### config.mk
export PLATFORM = sky130hd
export DESIGN_NAME = reg_scoreboard
export DESIGN_NICKNAME = d
export VERILOG_FILES = /design/src/rtl/reg_scoreboard_pkg.sv /design/src/rtl/reg_scoreboard_sb_entry.sv /design/src/rtl/reg_scoreboard.sv
export SDC_FILE = /design/constraint.sdc
export NUM_CORES = 1
export LEC_CHECK = 0
export ABC_AREA = 1
export BUFFER_PORTS_ARGS = -buffer_cell sky130_fd_sc_hd__buf_2
export CAP_MARGIN = 5
export CORE_ASPECT_RATIO = 0.8
export CORE_MARGIN = 2
export CORE_UTILIZATION = 55
export DETAILED_ROUTE_END_ITERATION = 10
export PLACE_DENSITY = 0.83
export SLEW_MARGIN = 20
export SYNTH_ARGS = -nofsm -noshare
export SYNTH_HDL_FRONTEND = slang
export SYNTH_SLANG_ARGS = --single-unit
export TNS_END_PERCENT = 30
### constraint.sdc
create_clock -name clk -period 5.04 [get_ports clk]
set_input_delay 1.008 -clock clk [delete_from_list [all_inputs] [get_ports clk]]
set_output_delay 1.008 -clock clk [all_outputs]
set_load 0.01 [all_outputs]
### src/rtl/reg_scoreboard_pkg.sv
// rtl/reg_scoreboard_pkg.sv - shared constants and helpers for the register write scoreboard
package reg_scoreboard_pkg;

    localparam int NREG       = 32;
    localparam int REG_IDX_W  = 5;
    localparam int CNT_W      = 2;
    localparam int TNEW_W     = 2;
    localparam int TUSE_W     = 2;

    // Cycles from E entry until the produced value can be forwarded
    localparam logic [TNEW_W-1:0] TNEW_JAL  = 2'd0;
    localparam logic [TNEW_W-1:0] TNEW_ALU  = 2'd1;
    localparam logic [TNEW_W-1:0] TNEW_LOAD = 2'd2;

    // Cycles until the D instruction consumes a source operand
    localparam logic [TUSE_W-1:0] TUSE_BR   = 2'd0;
    localparam logic [TUSE_W-1:0] TUSE_ALU  = 2'd1;
    localparam logic [TUSE_W-1:0] TUSE_ST   = 2'd2;
    localparam logic [TUSE_W-1:0] TUSE_NONE = 2'd3;

    function automatic logic [TNEW_W-1:0] sat_dec(input logic [TNEW_W-1:0] v);
        return (v == '0) ? '0 : v - 1'b1;
    endfunction

endpackage

### src/rtl/reg_scoreboard_sb_entry.sv
// rtl/reg_scoreboard_sb_entry.sv - outstanding-write count and youngest-writer tnew for one register
module sb_entry
    import reg_scoreboard_pkg::*;
#(
    parameter int MAXPEND = 3
) (
    input  logic              clk,
    input  logic              reset,
    input  logic              issue_hit,
    input  logic [TNEW_W-1:0] issue_tnew,
    input  logic              wb_hit,
    output logic [CNT_W-1:0]  cnt,
    output logic [TNEW_W-1:0] tnew,
    output logic              err
);

    localparam logic [CNT_W-1:0] MAX_CNT = CNT_W'(MAXPEND);

    logic [CNT_W-1:0]  cnt_nxt;
    logic [TNEW_W-1:0] tnew_nxt;

    always_comb begin
        cnt_nxt  = cnt;
        tnew_nxt = sat_dec(tnew);
        err      = 1'b0;
        if (issue_hit && wb_hit) begin
            // Net-zero change; a wb with nothing outstanding is still a protocol error
            tnew_nxt = issue_tnew;
            if (cnt == '0) begin
                cnt_nxt = CNT_W'(1);
                err     = 1'b1;
            end
        end else if (issue_hit) begin
            tnew_nxt = issue_tnew;
            if (cnt == MAX_CNT) begin
                err = 1'b1;
            end else begin
                cnt_nxt = cnt + 1'b1;
            end
        end else if (wb_hit) begin
            if (cnt == '0) begin
                err = 1'b1;
            end else begin
                cnt_nxt = cnt - 1'b1;
                if (cnt == CNT_W'(1)) begin
                    tnew_nxt = '0;
                end
            end
        end
    end

    always_ff @(posedge clk) begin
        if (reset) begin
            cnt  <= '0;
            tnew <= '0;
        end else begin
            cnt  <= cnt_nxt;
            tnew <= tnew_nxt;
        end
    end

endmodule

### src/rtl/reg_scoreboard.sv
// rtl/reg_scoreboard.sv - D-stage write hazard tracker with stall decision; MDU_BUSY_EN adds md_use/md_busy stall
module reg_scoreboard #(
    parameter int NREG    = reg_scoreboard_pkg::NREG,
    parameter int MAXPEND = 3
) (
    input  logic       clk,
    input  logic       reset,
    input  logic       issue_valid,
    input  logic [4:0] issue_rd,
    input  logic [1:0] issue_tnew,
    input  logic [4:0] rs,
    input  logic [4:0] rt,
    input  logic [1:0] rs_tuse,
    input  logic [1:0] rt_tuse,
    input  logic       wb_valid,
    input  logic [4:0] wb_rd,
`ifdef MDU_BUSY_EN
    input  logic       md_use,
    input  logic       md_busy,
`endif
    output logic       stall,
    output logic       rs_pending,
    output logic       rt_pending,
    output logic       sb_err
);

    import reg_scoreboard_pkg::*;

    logic [CNT_W-1:0]  cnt_arr  [NREG];
    logic [TNEW_W-1:0] tnew_arr [NREG];
    logic [NREG-1:0]   err_vec;
    logic              issue_acc;
    logic              rs_hazard;
    logic              rt_hazard;
    logic              md_hazard;

    // Register 0 is hardwired zero and never tracked
    assign cnt_arr[0]  = '0;
    assign tnew_arr[0] = '0;
    assign err_vec[0]  = 1'b0;

    for (genvar r = 1; r < NREG; r++) begin : g_entry
        sb_entry #(
            .MAXPEND (MAXPEND)
        ) u_entry (
            .clk        (clk),
            .reset      (reset),
            .issue_hit  (issue_acc && (issue_rd == REG_IDX_W'(r))),
            .issue_tnew (issue_tnew),
            .wb_hit     (wb_valid && (wb_rd == REG_IDX_W'(r))),
            .cnt        (cnt_arr[r]),
            .tnew       (tnew_arr[r]),
            .err        (err_vec[r])
        );
    end

    assign rs_pending = (rs != '0) && (cnt_arr[rs] != '0);
    assign rt_pending = (rt != '0) && (cnt_arr[rt] != '0);

    // Stall only when the youngest writer cannot be forwarded by the time D needs it
    assign rs_hazard = rs_pending && (rs_tuse != TUSE_NONE) && (tnew_arr[rs] > rs_tuse);
    assign rt_hazard = rt_pending && (rt_tuse != TUSE_NONE) && (tnew_arr[rt] > rt_tuse);

`ifdef MDU_BUSY_EN
    assign md_hazard = md_use && md_busy;
`else
    assign md_hazard = 1'b0;
`endif

    assign stall     = rs_hazard || rt_hazard || md_hazard;
    assign issue_acc = issue_valid && !stall && (issue_rd != '0);

    always_ff @(posedge clk) begin
        if (reset) begin
            sb_err <= 1'b0;
        end else if (|err_vec) begin
            sb_err <= 1'b1;
        end
    end

endmodule

==> run_summary.xml <==
<?xml version="1.0" encoding="UTF-8"?>
<metrics>
  <group name="yosys">
    <metric name="synth_area_leaders" unit="">sky130_fd_sc_hd__dfxtp_1 24%, sky130_fd_sc_hd__ha_1 12%, sky130_fd_sc_hd__o21ai_0 9.3%, sky130_fd_sc_hd__nand2_1 9.3%, sky130_fd_sc_hd__nand3_1 7.9%</metric>
    <metric name="net_count_after_synthesis" unit="">1779</metric>
    <metric name="yosys.cell_types.count" unit="">45</metric>
    <metric name="synthesis.yosys.warnings" unit="">0</metric>
    <metric name="post_synth_inst_count" unit="">1652</metric>
    <metric name="sequential_area_share_after_synthesis" unit="">0.239</metric>
    <metric name="netlist.area_leader.share" unit="">0.239</metric>
    <metric name="synth_ff_type" unit="">sky130_fd_sc_hd__dfxtp_1</metric>
    <metric name="synth-edff-count" unit="">0</metric>
    <metric name="synth.cell_area" unit="um^2">10500</metric>
    <metric name="yosys-top-cells-count" unit="">259 x sky130_fd_sc_hd__nand2_1, 208 x sky130_fd_sc_hd__inv_1, 201 x sky130_fd_sc_hd__nor2_1, 195 x sky130_fd_sc_hd__o21ai_0, 166 x sky130_fd_sc_hd__nand3_1</metric>
    <metric name="synthDominantAreaCellType" unit="">sky130_fd_sc_hd__dfxtp_1</metric>
    <metric name="post_synth.cell_area_avg" unit="um^2">6.34</metric>
    <metric name="async_set_reset_flop_share_out_of_synthesis" unit="">0</metric>
    <metric name="synth.ff_latch_count" unit="">125</metric>
    <metric name="leading_cell_type_by_number_of_instances_after_synthesis" unit="">sky130_fd_sc_hd__nand2_1</metric>
  </group>
  <group name="worst_setup_path">
    <metric name="criticalPathCategory" unit="">primary input to output pin</metric>
    <metric name="critical_path_peak_fanout" unit="">17</metric>
    <metric name="r2r_end" unit="">sb_err</metric>
    <metric name="worstPathRequired" unit="ps">4030</metric>
    <metric name="critPathArrivalTime" unit="ps">3830</metric>
    <metric name="setup.worst_path.end_class" unit="">output pin</metric>
    <metric name="ff2ff_setup_slack" unit="ps">1170</metric>
    <metric name="timing.reg2reg.worst_path_depth" unit="">17</metric>
    <metric name="rr_startpoint" unit="">g_entry[4].u_entry.tnew[0]</metric>
    <metric name="worst_setup_path_start_kind" unit="">primary input</metric>
  </group>
  <group name="cts">
    <metric name="ctsLongestPathBuffers" unit="">2</metric>
    <metric name="clk_pin_slew" unit="ps">60</metric>
    <metric name="clk_root_buffer_cell" unit="">sky130_fd_sc_hd__clkbuf_16</metric>
    <metric name="clk_latency" unit="ps">430</metric>
    <metric name="cts_max_level" unit="">4</metric>
    <metric name="cts-hold-fix-buffers" unit="">0</metric>
    <metric name="cts.sink_count" unit="">125</metric>
    <metric name="postCtsSetupBuffers" unit="">0</metric>
    <metric name="cts_tree" unit="">yes</metric>
    <metric name="number_of_buffers_created_by_cts" unit="">17</metric>
    <metric name="cts.repair.resized" unit="">0</metric>
  </group>
  <group name="global_route">
    <metric name="final_global_route_overflow_total" unit="">0</metric>
    <metric name="grt_pass1_wl" unit="um">60100</metric>
    <metric name="first_global_vias" unit="">10400</metric>
    <metric name="gr_usage_total" unit="">0.400</metric>
    <metric name="grt_antenna_before_repair" unit="">0</metric>
    <metric name="grt_start_max_net_pins" unit="">66</metric>
  </group>
  <group name="placed_design">
    <metric name="hpwlAfterDp" unit="um">31300</metric>
    <metric name="place.gp.congestion" unit="">1.08</metric>
    <metric name="placement.io_buffers" unit="">33</metric>
    <metric name="post-place-ws" unit="ps">278</metric>
    <metric name="detailed_place.area" unit="um^2">10900</metric>
  </group>
  <group name="pwr">
    <metric name="max-vdd-ir-drop" unit="mV">0.171</metric>
    <metric name="clock_power_share" unit="">0.495</metric>
    <metric name="seq_power_share" unit="">0.367</metric>
    <metric name="totalPowerFinal" unit="mW">2.76</metric>
    <metric name="power.static_leakage" unit="nW">4.69</metric>
    <metric name="powerDensity" unit="nW/um^2">240</metric>
    <metric name="cell_internal_pwr" unit="mW">1.94</metric>
    <metric name="combinationalPowerShare" unit="">0.137</metric>
    <metric name="switching_share" unit="">0.297</metric>
    <metric name="power.switching" unit="mW">0.820</metric>
  </group>
  <group name="timing">
    <metric name="tns" unit="ps">0</metric>
    <metric name="drv_slew" unit="">0</metric>
    <metric name="min_period" unit="ps">4840</metric>
    <metric name="slew_headroom" unit="">0.253</metric>
    <metric name="period_utilisation_layout" unit="">0.960</metric>
    <metric name="worst_pin_slew" unit="ps">1120</metric>
    <metric name="setup_repair_after_global_routing_missed_its_margin" unit="">false</metric>
    <metric name="number_of_setup_violations_in_the_final_report" unit="">0</metric>
    <metric name="finalClockSkew" unit="ps">10.6</metric>
    <metric name="finalHoldViolCount" unit="">0</metric>
    <metric name="max_clock_freq" unit="GHz">0.207</metric>
    <metric name="final.setup.worst_slack" unit="ps">202</metric>
  </group>
  <group name="floorplanning">
    <metric name="core_region_area" unit="um^2">18800</metric>
    <metric name="die_w" unit="um">158</metric>
    <metric name="die_h" unit="um">127</metric>
    <metric name="die-area" unit="um^2">20200</metric>
    <metric name="effective_utilization_at_floorplan" unit="">0.557</metric>
    <metric name="ioPinCount" unit="">34</metric>
    <metric name="rows" unit="">45</metric>
  </group>
  <group name="finish">
    <metric name="num_antenna_cells" unit="">0</metric>
    <metric name="final_area" unit="um^2">11500</metric>
    <metric name="post_route_cells_drive_above_1_share" unit="">0.0746</metric>
    <metric name="area_used_by_multi_input_combinational_logic" unit="um^2">6910</metric>
    <metric name="layout.area.seq" unit="um^2">2500</metric>
    <metric name="filler_cell_count" unit="">1823</metric>
    <metric name="finish.net_count" unit="">1803</metric>
    <metric name="layout-area-overhead-vs-synth" unit="%">9.92</metric>
  </group>
  <group name="routing">
    <metric name="vias" unit="">11900</metric>
    <metric name="first_pass_iteration_count_of_the_detailed_router" unit="">9</metric>
    <metric name="route.detailed.wl_per_inst" unit="um">20.8</metric>
    <metric name="drt.antenna.violating_nets" unit="">0</metric>
    <metric name="routed_wl" unit="um">40500</metric>
    <metric name="remaining_drc_errors" unit="">0</metric>
    <metric name="detail_route.iter0.violations" unit="">1931</metric>
    <metric name="detail_route.vias_per_cell" unit="">6.10</metric>
  </group>
  <group name="min_path">
    <metric name="hold_depth" unit="">2</metric>
    <metric name="timing.hold.worst_endpoint" unit="">g_entry[10].u_entry.tnew[1]</metric>
    <metric name="hold_path_startpoint" unit="">g_entry[10].u_entry.tnew[1]</metric>
    <metric name="hold_class" unit="">flop to flop</metric>
  </group>
  <group name="outcome">
    <metric name="run_status" unit="">finished, final reports clean</metric>
  </group>
  <group name="job">
    <metric name="max_cap_viol_count" unit="">0</metric>
  </group>
</metrics>
-- placed cells by master, fill, tap and decap left out, types with 2 or more instances in the layout --
cell | netlist | final
sky130_fd_sc_hd__bufinv_16 | 0 | 4
sky130_fd_sc_hd__a22oi_1 | 4 | 4
sky130_fd_sc_hd__o2111ai_1 | 3 | 3
sky130_fd_sc_hd__nor3_4 | 3 | 3
sky130_fd_sc_hd__inv_1 | 208 | 207
sky130_fd_sc_hd__o211ai_1 | 23 | 23
sky130_fd_sc_hd__a21oi_2 | 3 | 3
sky130_fd_sc_hd__xnor2_1 | 3 | 3
sky130_fd_sc_hd__nor2_2 | 6 | 6
sky130_fd_sc_hd__nand2_1 | 259 | 259
sky130_fd_sc_hd__buf_4 | 7 | 23
sky130_fd_sc_hd__o21ai_1 | 24 | 24
sky130_fd_sc_hd__nand3_2 | 2 | 2
sky130_fd_sc_hd__o221ai_1 | 9 | 9
sky130_fd_sc_hd__a221oi_1 | 12 | 12
sky130_fd_sc_hd__ha_1 | 97 | 97
sky130_fd_sc_hd__nand2_2 | 3 | 3
sky130_fd_sc_hd__a21oi_1 | 165 | 165
sky130_fd_sc_hd__clkbuf_16 | 0 | 17
sky130_fd_sc_hd__xor2_1 | 4 | 4
sky130_fd_sc_hd__nor3_1 | 7 | 7
sky130_fd_sc_hd__buf_2 | 4 | 33
sky130_fd_sc_hd__a31oi_1 | 10 | 10
sky130_fd_sc_hd__dfxtp_1 | 125 | 125
sky130_fd_sc_hd__a32oi_1 | 2 | 2
sky130_fd_sc_hd__o21a_1 | 12 | 12
sky130_fd_sc_hd__nand2_4 | 3 | 3
sky130_fd_sc_hd__nand3_1 | 166 | 166
sky130_fd_sc_hd__a211oi_1 | 2 | 2
sky130_fd_sc_hd__nand4_1 | 21 | 21
sky130_fd_sc_hd__clkinvlp_4 | 0 | 2
sky130_fd_sc_hd__nor2_4 | 6 | 6
sky130_fd_sc_hd__inv_2 | 7 | 8
sky130_fd_sc_hd__inv_6 | 0 | 7
sky130_fd_sc_hd__nor2_1 | 201 | 201
sky130_fd_sc_hd__nand3b_1 | 7 | 7
sky130_fd_sc_hd__o21ai_0 | 195 | 195
-- cells by family after synthesis --
logic type                 count (synthesis)  share of synthesized area
AOI/OAI and AO/OA                        468                      0.246
xor gates and xnor gates                   7                    0.00585
buffers and inverters                    267                      0.102
and+or+nand+nor                          688                      0.291
adders and majority gates                 97                      0.116
DFF                                      125                      0.239
-- power by group through the flow --
stage	registers [mW]	clock network, mW	logic [mW]
finish	1.01	1.37	0.380
global route	1.02	1.41	0.406
CTS	1.01	1.36	0.363
detailed placement	1.04	0	0.361
global placement	1.04	0	0.356
floorplan	1.03	0	0.241
-- registers in the layout (all words and copies together) (netlist names) --
signal,count
g_entry.u_entry.cnt,62
g_entry.u_entry.tnew,62
sb_err,1
-- how the worst max path moves through the flow --
stage / from / end / slack (ps) / depth (start not counted)
after global routing: rt[0] / stall / 30 / 13
final: rt[0] / stall / 200 / 13
after floorplan: rt[0] / stall / 600 / 14
after CTS: rt[0] / stall / 300 / 12
after global placement: rt[1] / sb_err / 320 / 19
after detailed placement: rt[0] / sb_err / 280 / 18
-- critical path, stage by stage --
cell	delay (ps)
sky130_fd_sc_hd__buf_2	330
sky130_fd_sc_hd__inv_2	120
sky130_fd_sc_hd__buf_4	220
sky130_fd_sc_hd__a21oi_1	150
sky130_fd_sc_hd__o21ai_0	100
sky130_fd_sc_hd__o2111ai_1	90
sky130_fd_sc_hd__o211ai_1	140
sky130_fd_sc_hd__a32oi_1	280
sky130_fd_sc_hd__ha_1	290
sky130_fd_sc_hd__a221oi_1	470
sky130_fd_sc_hd__nand2_4	250
sky130_fd_sc_hd__nand2_1	200
sky130_fd_sc_hd__buf_2	160
-- layout make-up --
cell class,instances,share of cell area
clock buffer,17,0.0370
clock inverter,14,0.0178
inverter,216,0.0706
multi-input combinational,1260,0.600
sequential,125,0.217
tap,258,0.0280
timing repair buffer,56,0.0293
-- layer usage --
metal  GRT usage  share of wire
met1       0.580           0.42
met5           0              0
met4       0.139          0.033
met2       0.553           0.39
met3       0.124           0.16
-- metrics by stage --
stage	util	std cells	hold slack, ps
after floorplan	-	1652	459
after global placement	0.579	1915	468
after detailed placement	0.579	1915	473
after CTS	0.612	1946	482
after global routing	0.612	1946	500
final	0.612	1946	483
No activity file was read; power rests on OpenSTA's default activity.
